<file path="src/rtl/sg13g2_io_gpio_ctrl.sv">
// rtl/sg13g2_io_gpio_ctrl.sv - core-side GPIO controller for a bank of sg13g2 bidirectional pads
//
// Output side registers the pad drive (c2p/c2p_en) with per-bit push-pull or
// open-drain behaviour. Input side double-flop synchronises p2c, glitch-filters
// each bit and records filtered edges in sticky rise/fall flags feeding a masked irq.
//
// Ports:
//   clk        in   1      single clock
//   rst_n      in   1      asynchronous active-low reset (released synchronously upstream)
//   out_val    in   WIDTH  value to drive per pad
//   out_en     in   WIDTH  drive enable per pad
//   od_mode    in   WIDTH  1 = open-drain (drive low only), 0 = push-pull
//   c2p        out  WIDTH  registered pad data
//   c2p_en     out  WIDTH  registered pad output enable
//   p2c        in   WIDTH  pad input, asynchronous to clk
//   in_val     out  WIDTH  filtered input level
//   rise_flag  out  WIDTH  sticky 0->1 of in_val
//   fall_flag  out  WIDTH  sticky 1->0 of in_val
//   flag_clr   in   WIDTH  per-bit pulse clearing both flags of that bit
//   irq_mask   in   WIDTH  1 = bit may raise irq
//   irq        out  1      OR of masked flags, combinational from flops
module sg13g2_io_gpio_ctrl #(
    parameter int  WIDTH       = 8,
    parameter int  FILT_CYCLES = 4,
    localparam int CNT_W       = $clog2(FILT_CYCLES + 1)
) (
    input  logic             clk,
    input  logic             rst_n,
    input  logic [WIDTH-1:0] out_val,
    input  logic [WIDTH-1:0] out_en,
    input  logic [WIDTH-1:0] od_mode,
    output logic [WIDTH-1:0] c2p,
    output logic [WIDTH-1:0] c2p_en,
    input  logic [WIDTH-1:0] p2c,
    output logic [WIDTH-1:0] in_val,
    output logic [WIDTH-1:0] rise_flag,
    output logic [WIDTH-1:0] fall_flag,
    input  logic [WIDTH-1:0] flag_clr,
    input  logic [WIDTH-1:0] irq_mask,
    output logic             irq
);

    localparam logic [CNT_W-1:0] CNT_MAX = CNT_W'(FILT_CYCLES - 1);

    logic [WIDTH-1:0] r_c2p;
    logic [WIDTH-1:0] r_c2p_en;
    logic [WIDTH-1:0] r_s1;
    logic [WIDTH-1:0] r_s2;
    logic [WIDTH-1:0] r_in_val;
    logic [WIDTH-1:0] r_rise;
    logic [WIDTH-1:0] r_fall;
    logic [CNT_W-1:0] r_cnt [WIDTH];

    logic [WIDTH-1:0] w_accept;
    logic [WIDTH-1:0] w_rise_set;
    logic [WIDTH-1:0] w_fall_set;

    // A bit is accepted on the edge where its synced value has disagreed with
    // in_val for FILT_CYCLES consecutive samples (this edge included).
    always_comb begin
        w_accept = '0;
        for (int i = 0; i < WIDTH; i++) begin
            w_accept[i] = (r_s2[i] != r_in_val[i]) && (r_cnt[i] == CNT_MAX);
        end
    end

    assign w_rise_set = w_accept & r_s2;
    assign w_fall_set = w_accept & ~r_s2;

    always_ff @(posedge clk or negedge rst_n) begin
        if (!rst_n) begin
            r_c2p    <= '0;
            r_c2p_en <= '0;
            r_s1     <= '0;
            r_s2     <= '0;
            r_in_val <= '0;
            r_rise   <= '0;
            r_fall   <= '0;
        end else begin
            // Open-drain bits never drive high: a 1 releases the pad instead.
            r_c2p    <= out_val & ~od_mode;
            r_c2p_en <= out_en & ~(od_mode & out_val);
            r_s1     <= p2c;
            r_s2     <= r_s1;
            r_in_val <= r_in_val ^ w_accept;
            // Set wins over a same-edge clear so no edge is ever lost.
            r_rise   <= w_rise_set | (r_rise & ~flag_clr);
            r_fall   <= w_fall_set | (r_fall & ~flag_clr);
        end
    end

    always_ff @(posedge clk or negedge rst_n) begin
        if (!rst_n) begin
            for (int i = 0; i < WIDTH; i++) begin
                r_cnt[i] <= '0;
            end
        end else begin
            for (int i = 0; i < WIDTH; i++) begin
                if ((r_s2[i] == r_in_val[i]) || w_accept[i]) begin
                    r_cnt[i] <= '0;
                end else begin
                    r_cnt[i] <= r_cnt[i] + CNT_W'(1);
                end
            end
        end
    end

    assign c2p       = r_c2p;
    assign c2p_en    = r_c2p_en;
    assign in_val    = r_in_val;
    assign rise_flag = r_rise;
    assign fall_flag = r_fall;
    assign irq       = |((r_rise | r_fall) & irq_mask);

endmodule

</file>
<file path="config.mk">
export PLATFORM = sky130hd
export DESIGN_NAME = sg13g2_io_gpio_ctrl
export DESIGN_NICKNAME = d
export VERILOG_FILES = /design/src/rtl/sg13g2_io_gpio_ctrl.sv
export SDC_FILE = /design/constraint.sdc
export NUM_CORES = 1
export LEC_CHECK = 0
export BUFFER_PORTS_ARGS = -buffer_cell sky130_fd_sc_hd__buf_4
export CORE_AREA = 2 2 74 146
export DETAILED_ROUTE_END_ITERATION = 8
export DIE_AREA = 0 0 76 148
export GPL_ROUTABILITY_DRIVEN = 0
export PLACE_DENSITY = 0.5
export SYNTH_ARGS = -nofsm -noshare
export SYNTH_HDL_FRONTEND = slang
export SYNTH_SLANG_ARGS = --single-unit
</file>
<file path="constraint.sdc">
create_clock -name clk -period 1.5 [get_ports clk]
set_clock_uncertainty 0.15 [all_clocks]
set_input_delay 0.075 -clock clk [delete_from_list [all_inputs] [get_ports clk]]
set_output_delay 0.075 -clock clk [all_outputs]
set_load 0.05 [all_outputs]
</file>
=== Yosys cells after proc, flatten, opt, wreduce, memory -nomap -nowiden ===
Cells that the tools add are included.

* Word-level logic and storage cells: 88
* Input bits: 50
* Register bits: 80
* Output and inout bits: 41

* Mux-type cells: 8
* Bitwise operators: 16
* Reduce and logical (&&, ||, !) cells: 17
* Eq/ne operators: 24
* Add/subtract/negate cells: 8

{| class="wikitable"
|+ Operator list
! kind !! count
|-
| 8-bit bitwise AND || 8
|-
| 8-bit NOT || 4
|-
| 3-bit by 1-bit adder with 3-bit output, second input constant || 8
|-
| 3-bit by 2-bit equality test with 1-bit output, second input constant || 8
|-
| 3-bit 2-to-1 mux || 8
|-
| 8-bit bitwise OR || 3
|-
| 1-bit equality test || 8
|-
| 1-bit logical AND || 8
|-
| 1-bit logical OR || 8
|-
| 1-bit != test || 8
|-
| 8-bit OR reduction || 1
|-
| 8-bit bitwise XOR || 1
|}

=== Logic depth before layout (Yosys ltp) ===
* Depth after elaboration: 4
* Gate-level depth with buffers: 4
* Depth with buffers taken out: 4

=== Worst setup path before layout ===
OpenSTA, ideal clock, no wires.

* Path kind: register to output
* Start point: register r_fall[3] (netlist: fall_flag[3])
* End point: output irq
* Cell stages (with the launch flop): 4
* Arrival time: 1.276 ns
* Setup slack: -0.001 ns
* Cell sequence: dfrtp_1 -> o21ai_0 -> nand4_1 -> or2_1

* Cells in the longest elaborated chain, start to end: 3

{| class="wikitable"
|+ Ends and longest elaborated chain
! item !! RTL line !! RTL
|-
| from (decl) || 51 || <nowiki>logic [WIDTH-1:0] r_fall;</nowiki>
|-
| from (signal assigned) || 88 || <nowiki>r_fall <= w_fall_set | (r_fall & ~flag_clr);</nowiki>
|-
| 8-bit bitwise OR || 113 || <nowiki>assign irq = |((r_rise | r_fall) & irq_mask);</nowiki>
|-
| 8-bit bitwise AND || 113 ||
|-
| 8-bit OR reduction || 113 ||
|-
| to (decl) || 40 || <nowiki>output logic irq</nowiki>
|}

Every way passes these cells.

=== Worst setup path after layout ===
* Start point: register r_rise[1] (netlist: rise_flag[1])
* End point: output irq

* Cells in the longest elaborated chain, start to end: 3

{| class="wikitable"
|+ Ends and longest elaborated chain
! item !! RTL line !! RTL
|-
| from (decl) || 50 || <nowiki>logic [WIDTH-1:0] r_rise;</nowiki>
|-
| from (signal assigned) || 87 || <nowiki>r_rise <= w_rise_set | (r_rise & ~flag_clr);</nowiki>
|-
| 8-bit bitwise OR || 113 ||
|-
| 8-bit bitwise AND || 113 ||
|-
| 8-bit OR reduction || 113 ||
|}

Every way passes these cells.

==> flow_summary.toml <==
[layout]
finish.utilization_pct = 46.3
syn_to_final_growth_pct = 58.1
multi_input_area_um2 = 812
nNetsFinal = 467
fillers = 944
seqCellArea_um2 = 2000
drive_above_1_share_pct = 28.8
antenna_cells = 0

[critical_path]
crit_path_start_kind = "register"
critical_path_required_ns = 1.27
worstSetupPathType = "register to output pin"
cp.arrival_ns = 1.46
worst_setup_path_end_kind = "output pin"
worstPathMaxFanout = 3
regToRegSetupSlack_ns = 0.17

[yosys]
synth_flop_cell = "dfrtp_1"
synth-seq-cells = 80
yosys.area.top_type_share_pct = 67.8
yosysSeqAreaShare_pct = 67.8
syn_area_um2 = 2950
yosys.area.top_type = "dfrtp_1"
synth_common_cells = "dfrtp_1 (80), inv_1 (38), nor2_1 (24)"
synth.distinct_cells = 15
synth_cells = 241
async_reset_ff_share_pct = 100
syn_avg_cell_area_um2 = 12.3
ys_warn_count = 0
synth_area_leaders = "dfrtp_1 (68%), ha_1 (6.8%), inv_1 (4.8%)"
post-synth-top-count-cell = "dfrtp_1"
synth_edf_count = 0
synth_fp_nets = 307

[timing]
fmax_ghz = 0.593
setup_ws_ns = -0.186
setup-violations-final = 1
slew_violations = 0
rsz0062_at_grt = "yes"
tightest_slew_ns = 0.470
min_period_over_period_pct = 112
period_minus_slack_ns = 1.69
max_slew_margin_pct = 68.7
hold_violations = 0
finalSetupTns_ns = -0.186

[routing]
wl_per_cell_um = 11.0
drt_pass1_iterations = 4
drc = 0
num_vias = 2200
drt_first_iter_violations = 99
routed_wirelength_um = 5950
viasPerCell = 4.07
drtAntennaViolNets = 0

[global_routing]
grt.total_usage_pct = 11.5
grt_pass1_vias = 2281
grt_pass1_wl_um = 10100
grt_max_degree = 38
gr-total-overflow = 0
antenna_found_initial = 0

[pwr]
power.total_w = 0.00724
p_leak_nw = 2.31
irDropWorstVdd_v = 0.000673
cellPowerDensity_nw_per_um2 = 1550

[worst_hold_path]
hold_class = "input pin to async pin"

[floorplan]
die_area_um2 = 11200
dieWidth_um = 76
die_h_um = 148
core_um2 = 10100
ios = 91
rows = 52
initial_core_util_pct = 29.3

[clock_network]
cts_buffers = 9
cts_tree = "yes"
htree_num_levels = 3
numClockSinks = 80
cts_root_buffer = "clkbuf_16"
cts_buffer_depth = 2
clk_latency_ns = 0.33
path_clk_slew_ns = 0.06

[placed_design]
port_buffers = 90
detailed_place_hpwl_um = 4310

[job]
drv_cap = 0

[status]
violations = "setup timing"
status = "complete, but fails checks"
## cell type report
class                           instances  share of cell area, %
Clock buffer                           13                   5.57
Sequential cell                        80                   42.9
Clock inverter                          3                  0.857
Inverter                               38                   3.05
Multi-Input combinational cell        123                   17.4
Timing Repair Buffer                  149                   26.7
Tap cell                              135                   3.62
## logic make-up after synthesis
| family | synth area share, % |
|---|---|
| flip-flops | 67.8 |
| AND/OR/NAND/NOR | 10.0 |
| AO/OA/AOI/OAI | 7.50 |
| buffers and inverters | 4.83 |
| adder cells (fa/ha/maj) | 6.78 |
| XOR/XNOR | 2.37 |
| multiplexers | 0.762 |
## critical path: stages, from the launching register on
cell and delay, ns:
dfrtp_1 0.39, o21ai_1 0.13, buf_4 0.12, nand4_1 0.10, or2_4 0.24, buf_6 0.15
## state kept, by name, summed over array words and instances (netlist names), named ones only
signal / flops
c2p: 8
c2p_en: 8
fall_flag: 8
r_cnt: 24
r_s1: 8
r_s2: 8
rise_flag: 8
## metal layers
| layer | track usage (%) | up-vias | wire [µm] |
|---|---|---|---|
| li1 | - | 1092 | - |
| met1 | 12.0 | 1044 | 2250 |
| met2 | 20.6 | 57 | 3260 |
| met3 | 3.17 | 7 | 302 |
| met4 | 6.27 | 0 | 132 |
| met5 | 0 | - | 0 |
## cells in the final DEF (no fill, tap or decap), drive strengths merged, types with 7 or more instances in the layout
cell type,count
a21boi,8
dlygate4sd3,49
ha,16
dfrtp,80
inv,38
nand2b,8
nand2,9
nor2,24
clkbuf,13
buf,100
nor2b,8
nand3b,7
o22ai,9
xor2,8
o21ai,21
## metrics by stage
stage	cell area [µm²]	hold WS (ns)	cells	worst slack, ns
2_1_floorplan	2960	-0.371	241	0.0782
3_3_place_gp	3850	-0.0883	473	0.0518
3_5_place_dp	3850	-0.0822	473	0.0308
4_1_cts	4660	0.112	540	-0.216
5_1_grt	4670	0.148	541	-0.286
6_report	4670	0.0974	541	-0.186
## power by group
group          internal, W  switching (W)  leakage [nW]
combinational     0.000873        0.00133          1.14
sequential         0.00259       0.000286          1.03
clock              0.00137       0.000791         0.150
total              0.00483        0.00241          2.31
## worst paths after layout
kind                              startpoint            to  cells past startpoint
max in group asynchronous              rst_n  fall_flag[5]                      3
worst min register to register       r_s1[3]       r_s2[3]                      0
worst min-delay path                   rst_n        c2p[2]                      2
worst max register to register      r_cnt[9]      register                      3
worst max-delay path            rise_flag[1]           irq                      5
min in group clk                     r_s1[3]       r_s2[3]                      0
## timing repair
action | in CTS | in global routing
endpoints found under the hold margin | 120 | 0
pin swaps | 1 | 1
setup buffers | 2 | 1
gates resized for setup | 4 | 0
setup endpoints to repair | 1 | 1
hold buffers | 49 | 0
No activity file was read; power rests on OpenSTA's default activity.
